===== config.mk =====
export PLATFORM = sky130hd
export DESIGN_NAME = msk_sbox_bt_sched
export DESIGN_NICKNAME = d
export VERILOG_FILES = /design/src/rtl/msk_sbox_bt_sched.sv
export SDC_FILE = /design/constraint.sdc
export NUM_CORES = 1
export LEC_CHECK = 0
export BUFFER_PORTS_ARGS = -buffer_cell sky130_fd_sc_hd__buf_2
export CAP_MARGIN = 25
export CORE_ASPECT_RATIO = 0.7
export CORE_MARGIN = 2
export CORE_UTILIZATION = 45
export DETAILED_ROUTE_END_ITERATION = 10
export HOLD_SLACK_MARGIN = 0.02
export PLACE_DENSITY = 0.75
export SLEW_MARGIN = 25
export SYNTH_ARGS = -nofsm -noshare
export SYNTH_HDL_FRONTEND = slang
export SYNTH_SLANG_ARGS = --single-unit
export TNS_END_PERCENT = 20

===== constraint.sdc =====
create_clock -name clk -period 3.4 [get_ports clk]
set_input_delay 0.51 -clock clk [delete_from_list [all_inputs] [get_ports clk]]
set_output_delay 0.51 -clock clk [all_outputs]
set_load 0.01 [all_outputs]

===== src/rtl/msk_sbox_bt_sched.sv =====
// msk_sbox_bt_sched
// Sequencing controller for the two-module masked SKINNY S-box datapath with
// Borrowed-Time (BT) randomness pre-accumulation. One masked byte operation is
// accepted at a time. The operation then runs a fixed 6-cycle schedule (C0..C5)
// that drives the operand mux selects and the output-register enables. The
// result is held in DONE until it is consumed. A single BT clear pulse follows
// (CLR), and new work is blocked until the randomness accumulator has refilled.
//
// Handshake: a transfer happens on a rising clk edge where valid and ready are
// both 1. in_ready depends only on registered state, never on in_valid.
// out_valid, once high, stays high until out_ready (or abort) is seen.
//
// Ports:
//   clk, rst_n     clock, asynchronous active-low reset
//   in_valid/in_ready    operation request handshake
//   out_valid/out_ready  result handshake
//   abort          cancel the in-flight operation (C0..C5, DONE)
//   sel_o[11:0]    {sel2x2,sel1x2,sel2b2,sel1b2,sel2a2,sel1a2,
//                   sel2x1,sel1x1,sel2b1,sel1b1,sel2a1,sel1a1}
//   en2_o..en5_o   output-register enables (C1..C4 respectively)
//   clear_o        BT clear request, one cycle per clear event
//   rnd_en_o       fresh AND randomness must be valid this cycle
//   busy_o         state is not IDLE
//   state_o        current FSM state (debug visibility)
module msk_sbox_bt_sched #(
  parameter int          FILL_CYCLES = 10,
  parameter logic [71:0] SEL_SCHED   = 72'hF0F_0F0_FFF_AAA_555_000
) (
  input  logic        clk,
  input  logic        rst_n,
  input  logic        in_valid,
  output logic        in_ready,
  output logic        out_valid,
  input  logic        out_ready,
  input  logic        abort,
  output logic [11:0] sel_o,
  output logic        en2_o,
  output logic        en3_o,
  output logic        en4_o,
  output logic        en5_o,
  output logic        clear_o,
  output logic        rnd_en_o,
  output logic        busy_o,
  output logic [3:0]  state_o
);

  localparam int CNT_W = $clog2(FILL_CYCLES + 1);

  typedef enum logic [3:0] {
    S_IDLE = 4'd0,
    S_C0   = 4'd1,
    S_C1   = 4'd2,
    S_C2   = 4'd3,
    S_C3   = 4'd4,
    S_C4   = 4'd5,
    S_C5   = 4'd6,
    S_DONE = 4'd7,
    S_CLR  = 4'd8
  } state_t;

  state_t             state, state_next;
  logic [CNT_W-1:0]   fill_cnt, fill_next;
  logic               rnd_full;

  logic [11:0] sel_d;
  logic        en2_d, en3_d, en4_d, en5_d, clear_d, rnd_en_d, out_valid_d, busy_d;

  assign rnd_full = (fill_cnt == CNT_W'(FILL_CYCLES));
  assign in_ready = (state == S_IDLE) && rnd_full;
  assign state_o  = state;

  // Next-state logic. abort wins over the schedule in C0..C5 and DONE; in DONE
  // abort and out_ready both lead to the same single CLR visit.
  always_comb begin
    state_next = state;
    case (state)
      S_IDLE: if (in_valid && in_ready) state_next = S_C0;
      S_C0:   state_next = abort ? S_CLR : S_C1;
      S_C1:   state_next = abort ? S_CLR : S_C2;
      S_C2:   state_next = abort ? S_CLR : S_C3;
      S_C3:   state_next = abort ? S_CLR : S_C4;
      S_C4:   state_next = abort ? S_CLR : S_C5;
      S_C5:   state_next = abort ? S_CLR : S_DONE;
      S_DONE: if (out_ready || abort) state_next = S_CLR;
      S_CLR:  state_next = S_IDLE;
      default: state_next = S_IDLE;
    endcase
  end

  // The counter is zero during the clear cycle itself, so refill overlaps the
  // CLR cycle and the accept-to-accept spacing is 8 + FILL_CYCLES.
  always_comb begin
    if (state_next == S_CLR)  fill_next = '0;
    else if (rnd_full)        fill_next = fill_cnt;
    else                      fill_next = fill_cnt + 1'b1;
  end

  // Outputs are decoded from the next state and registered, so every output
  // changes cleanly on the clock edge together with the state.
  always_comb begin
    sel_d       = 12'h000;
    en2_d       = 1'b0;
    en3_d       = 1'b0;
    en4_d       = 1'b0;
    en5_d       = 1'b0;
    clear_d     = 1'b0;
    rnd_en_d    = 1'b0;
    out_valid_d = 1'b0;
    busy_d      = (state_next != S_IDLE);
    case (state_next)
      S_C0: begin sel_d = SEL_SCHED[11:0];  rnd_en_d = 1'b1; end
      S_C1: begin sel_d = SEL_SCHED[23:12]; rnd_en_d = 1'b1; en2_d = 1'b1; end
      S_C2: begin sel_d = SEL_SCHED[35:24]; rnd_en_d = 1'b1; en3_d = 1'b1; end
      S_C3: begin sel_d = SEL_SCHED[47:36]; rnd_en_d = 1'b1; en4_d = 1'b1; end
      S_C4: begin sel_d = SEL_SCHED[59:48]; rnd_en_d = 1'b1; en5_d = 1'b1; end
      S_C5: begin sel_d = SEL_SCHED[71:60]; rnd_en_d = 1'b1; end
      S_DONE: out_valid_d = 1'b1;
      S_CLR:  clear_d     = 1'b1;
      default: ;
    endcase
  end

  always_ff @(posedge clk or negedge rst_n) begin
    if (!rst_n) begin
      state     <= S_IDLE;
      fill_cnt  <= '0;
      sel_o     <= 12'h000;
      en2_o     <= 1'b0;
      en3_o     <= 1'b0;
      en4_o     <= 1'b0;
      en5_o     <= 1'b0;
      clear_o   <= 1'b0;
      rnd_en_o  <= 1'b0;
      out_valid <= 1'b0;
      busy_o    <= 1'b0;
    end else begin
      state     <= state_next;
      fill_cnt  <= fill_next;
      sel_o     <= sel_d;
      en2_o     <= en2_d;
      en3_o     <= en3_d;
      en4_o     <= en4_d;
      en5_o     <= en5_d;
      clear_o   <= clear_d;
      rnd_en_o  <= rnd_en_d;
      out_valid <= out_valid_d;
      busy_o    <= busy_d;
    end
  end

endmodule

==> results.cfg <==
[critical_path]
slowest_delay_ps = 440
cp.required_ps = 2890
critPathMaxFanout = 4
path_cells = inv_1, ha_1, nand3b_1, nor3b_4, buf_2
endpoint_kind = primary output
cp.arrival_ps = 1600
worstSetupStartpointType = register
crit_type = register to primary output
critPathSlowestCell = dfrtp_1

[clocking]
cts_resized = 0
cts_hold_buf = 0
numCtsBuffers = 3
cts_max_level = 1
clkSlewWorstSetupHoldPaths_ps = 120
cts.sinks = 20
cts_tree = yes
clock_latency_ps = 310
post_cts_buffers = 0
cts_root_buf = clkbuf_4
clock_path_buffers = 2

[synth]
syn_area_um2 = 938
synth_nets = 89
async_reset_ff_share_pct = 100
ys_types = 35
synth_top_area_share_pct = 53.3
synth_edf_count = 0
ys_seq_area_share_pct = 53.3
synth-seq-cells = 20
synthCells = 82
yosys.area.top_type = dfrtp_1
synthFlopType = dfrtp_1
ys_top_cells_by_area = dfrtp_1, buf_4, nor2_1
synth_area_per_cell_um2 = 11.4
ys_warn_count = 0

[status]
violations = DRC
status = complete, but fails checks

[final_layout]
final_cells = 126
syn_to_final_growth_pct = 14.7
fin_area_um2 = 1080
layout-drive-gt1-share_pct = 38.5
final_common_cell = buf_2
layout_common_cells = buf_2, dfrtp_1, nor2_1
n_antenna_cell = 0
nFillCells = 181
layout.nets = 112

[sta]
rsz0062_at_grt = no
fin_skew_ps = 8.73
tns_ps = 0
slew_viol_final = 0
worst_slew_pin_slew_ps = 536
fin_crit_sh_pct = 62.1
maxSlewHeadroom_pct = 63.9
fin_hold_ws_ps = 120
fin_crit_ps = 2110
hold_violations = 0
timing.fmax_mhz = 474
setup_viol_count_final = 0

[grt]
grt_use_total_pct = 14.5
grt_max_degree = 21
grt_overflow_total = 0
grt_pass1_vias = 560
antenna_found_initial = 0
grt_pass1_wl_mm = 2.64

[worst_hold_path]
min_path_type = input port to async pin

[routing]
wl_per_cell_um = 12.3
drc = 4
first_iter_violations = 9
viasPerCell = 5.02
ant_nets = 0
drt-total-wl_mm = 1.54
drtPass1Iterations = 7
vias = 633

[floorplan]
die_w_um = 58.6
core_um2 = 1920
initial_core_util_pct = 48.9
io_pins = 30
dieArea_um2 = 2470
die_y_um = 42.2
rows = 13

[placed_design]
dp.final_hpwl_mm = 1.15
io_buffer_count = 29
gp_congestion = 0.773
dp.cells = 122
place_area_um2 = 1020

[pwr]
finalPower_mw = 0.784
leakage_nw = 0.581
power_density_nw_per_um2 = 728
ir_worst_vdd_v = 0.000365

[flow_run]
cap_viol_max_count = 0
[per-stage QoR]
step	util, %	setup WS (ps)
2_1_floorplan	-	1740
3_3_place_gp	53.3	1620
3_5_place_dp	53.3	1630
4_1_cts	56.1	1270
5_1_grt	56.1	1130
6_report	56.1	1290
[cell type report]
cell class	count	area (µm²)	share of cell area (%)
clock buffers	3	22.5	2.09
clock inverters	1	30.0	2.79
inverters	2	7.51	0.698
multi-input cells	49	343	31.9
flip-flops and latches	20	500	46.5
well taps	22	27.5	2.56
repair buffers	29	145	13.5
[routing by layer]
layer,GRT usage (%),share of wire [%]
met3,6.48,9.7
met2,20.4,40
met5,0,0
met4,4.09,0.84
met1,20.2,50
[final timing paths]
kind / from / to / slack (ps) / depth (start not counted)
min reg2reg: fill_cnt[3]$_DFFE_PN0P_ / fill_cnt[3]$_DFFE_PN0P_ / 580 / 2
max in group asynchronous: rst_n / en2_o$_DFF_PN0_ / 2970 / 1
min in group clk: in_valid / state_o[0]$_DFF_PN0_ / 440 / 3
max reg2reg: fill_cnt[0]$_DFFE_PN0P_ / rnd_en_o$_DFF_PN0_ / 1700 / 7
max: fill_cnt[0]$_DFFE_PN0P_ / in_ready / 1290 / 5
min: rst_n / fill_cnt[0]$_DFFE_PN0P_ / 120 / 1
[worst max-delay path: cells and delay by family (launching register included)]
family                     cells  cell delay [ps]
and+or+nand+nor                2              460
adders and majority gates      1              160
DFF                            1              440
buffers and inverters          2              230
[cells by family after synthesis]
| logic type | share of synthesized area (%) |
|---|---|
| DFF | 53.3 |
| buffers and inverters | 10.1 |
| xor gates and xnor gates | 1.87 |
| muxes | 2.80 |
| AOI/OAI and AO/OA | 9.20 |
| and+or+nand+nor | 20.0 |
| adders and majority gates | 2.67 |
[cells in the mapped netlist, drive strengths merged (2+ instances only)]
cell / instances
a211oi: 3
a21oi: 5
a31oi: 2
buf: 11
dfrtp: 20
ha: 2
inv: 2
mux2: 2
nand2: 4
nand3b: 3
nor2: 7
nor3: 3
nor3b: 2
nor4: 2
or2b: 2
[power by group]
| group | total [mW] | internal, mW | leakage [nW] | switching [mW] |
|---|---|---|---|---|
| combinational | 0.247 | 0.124 | 0.284 | 0.124 |
| clock | 0.194 | 0.119 | 0.0279 | 0.0747 |
| sequential | 0.342 | 0.292 | 0.269 | 0.0503 |
| total | 0.784 | 0.535 | 0.581 | 0.249 |
No activity file was read; power rests on OpenSTA's default activity.
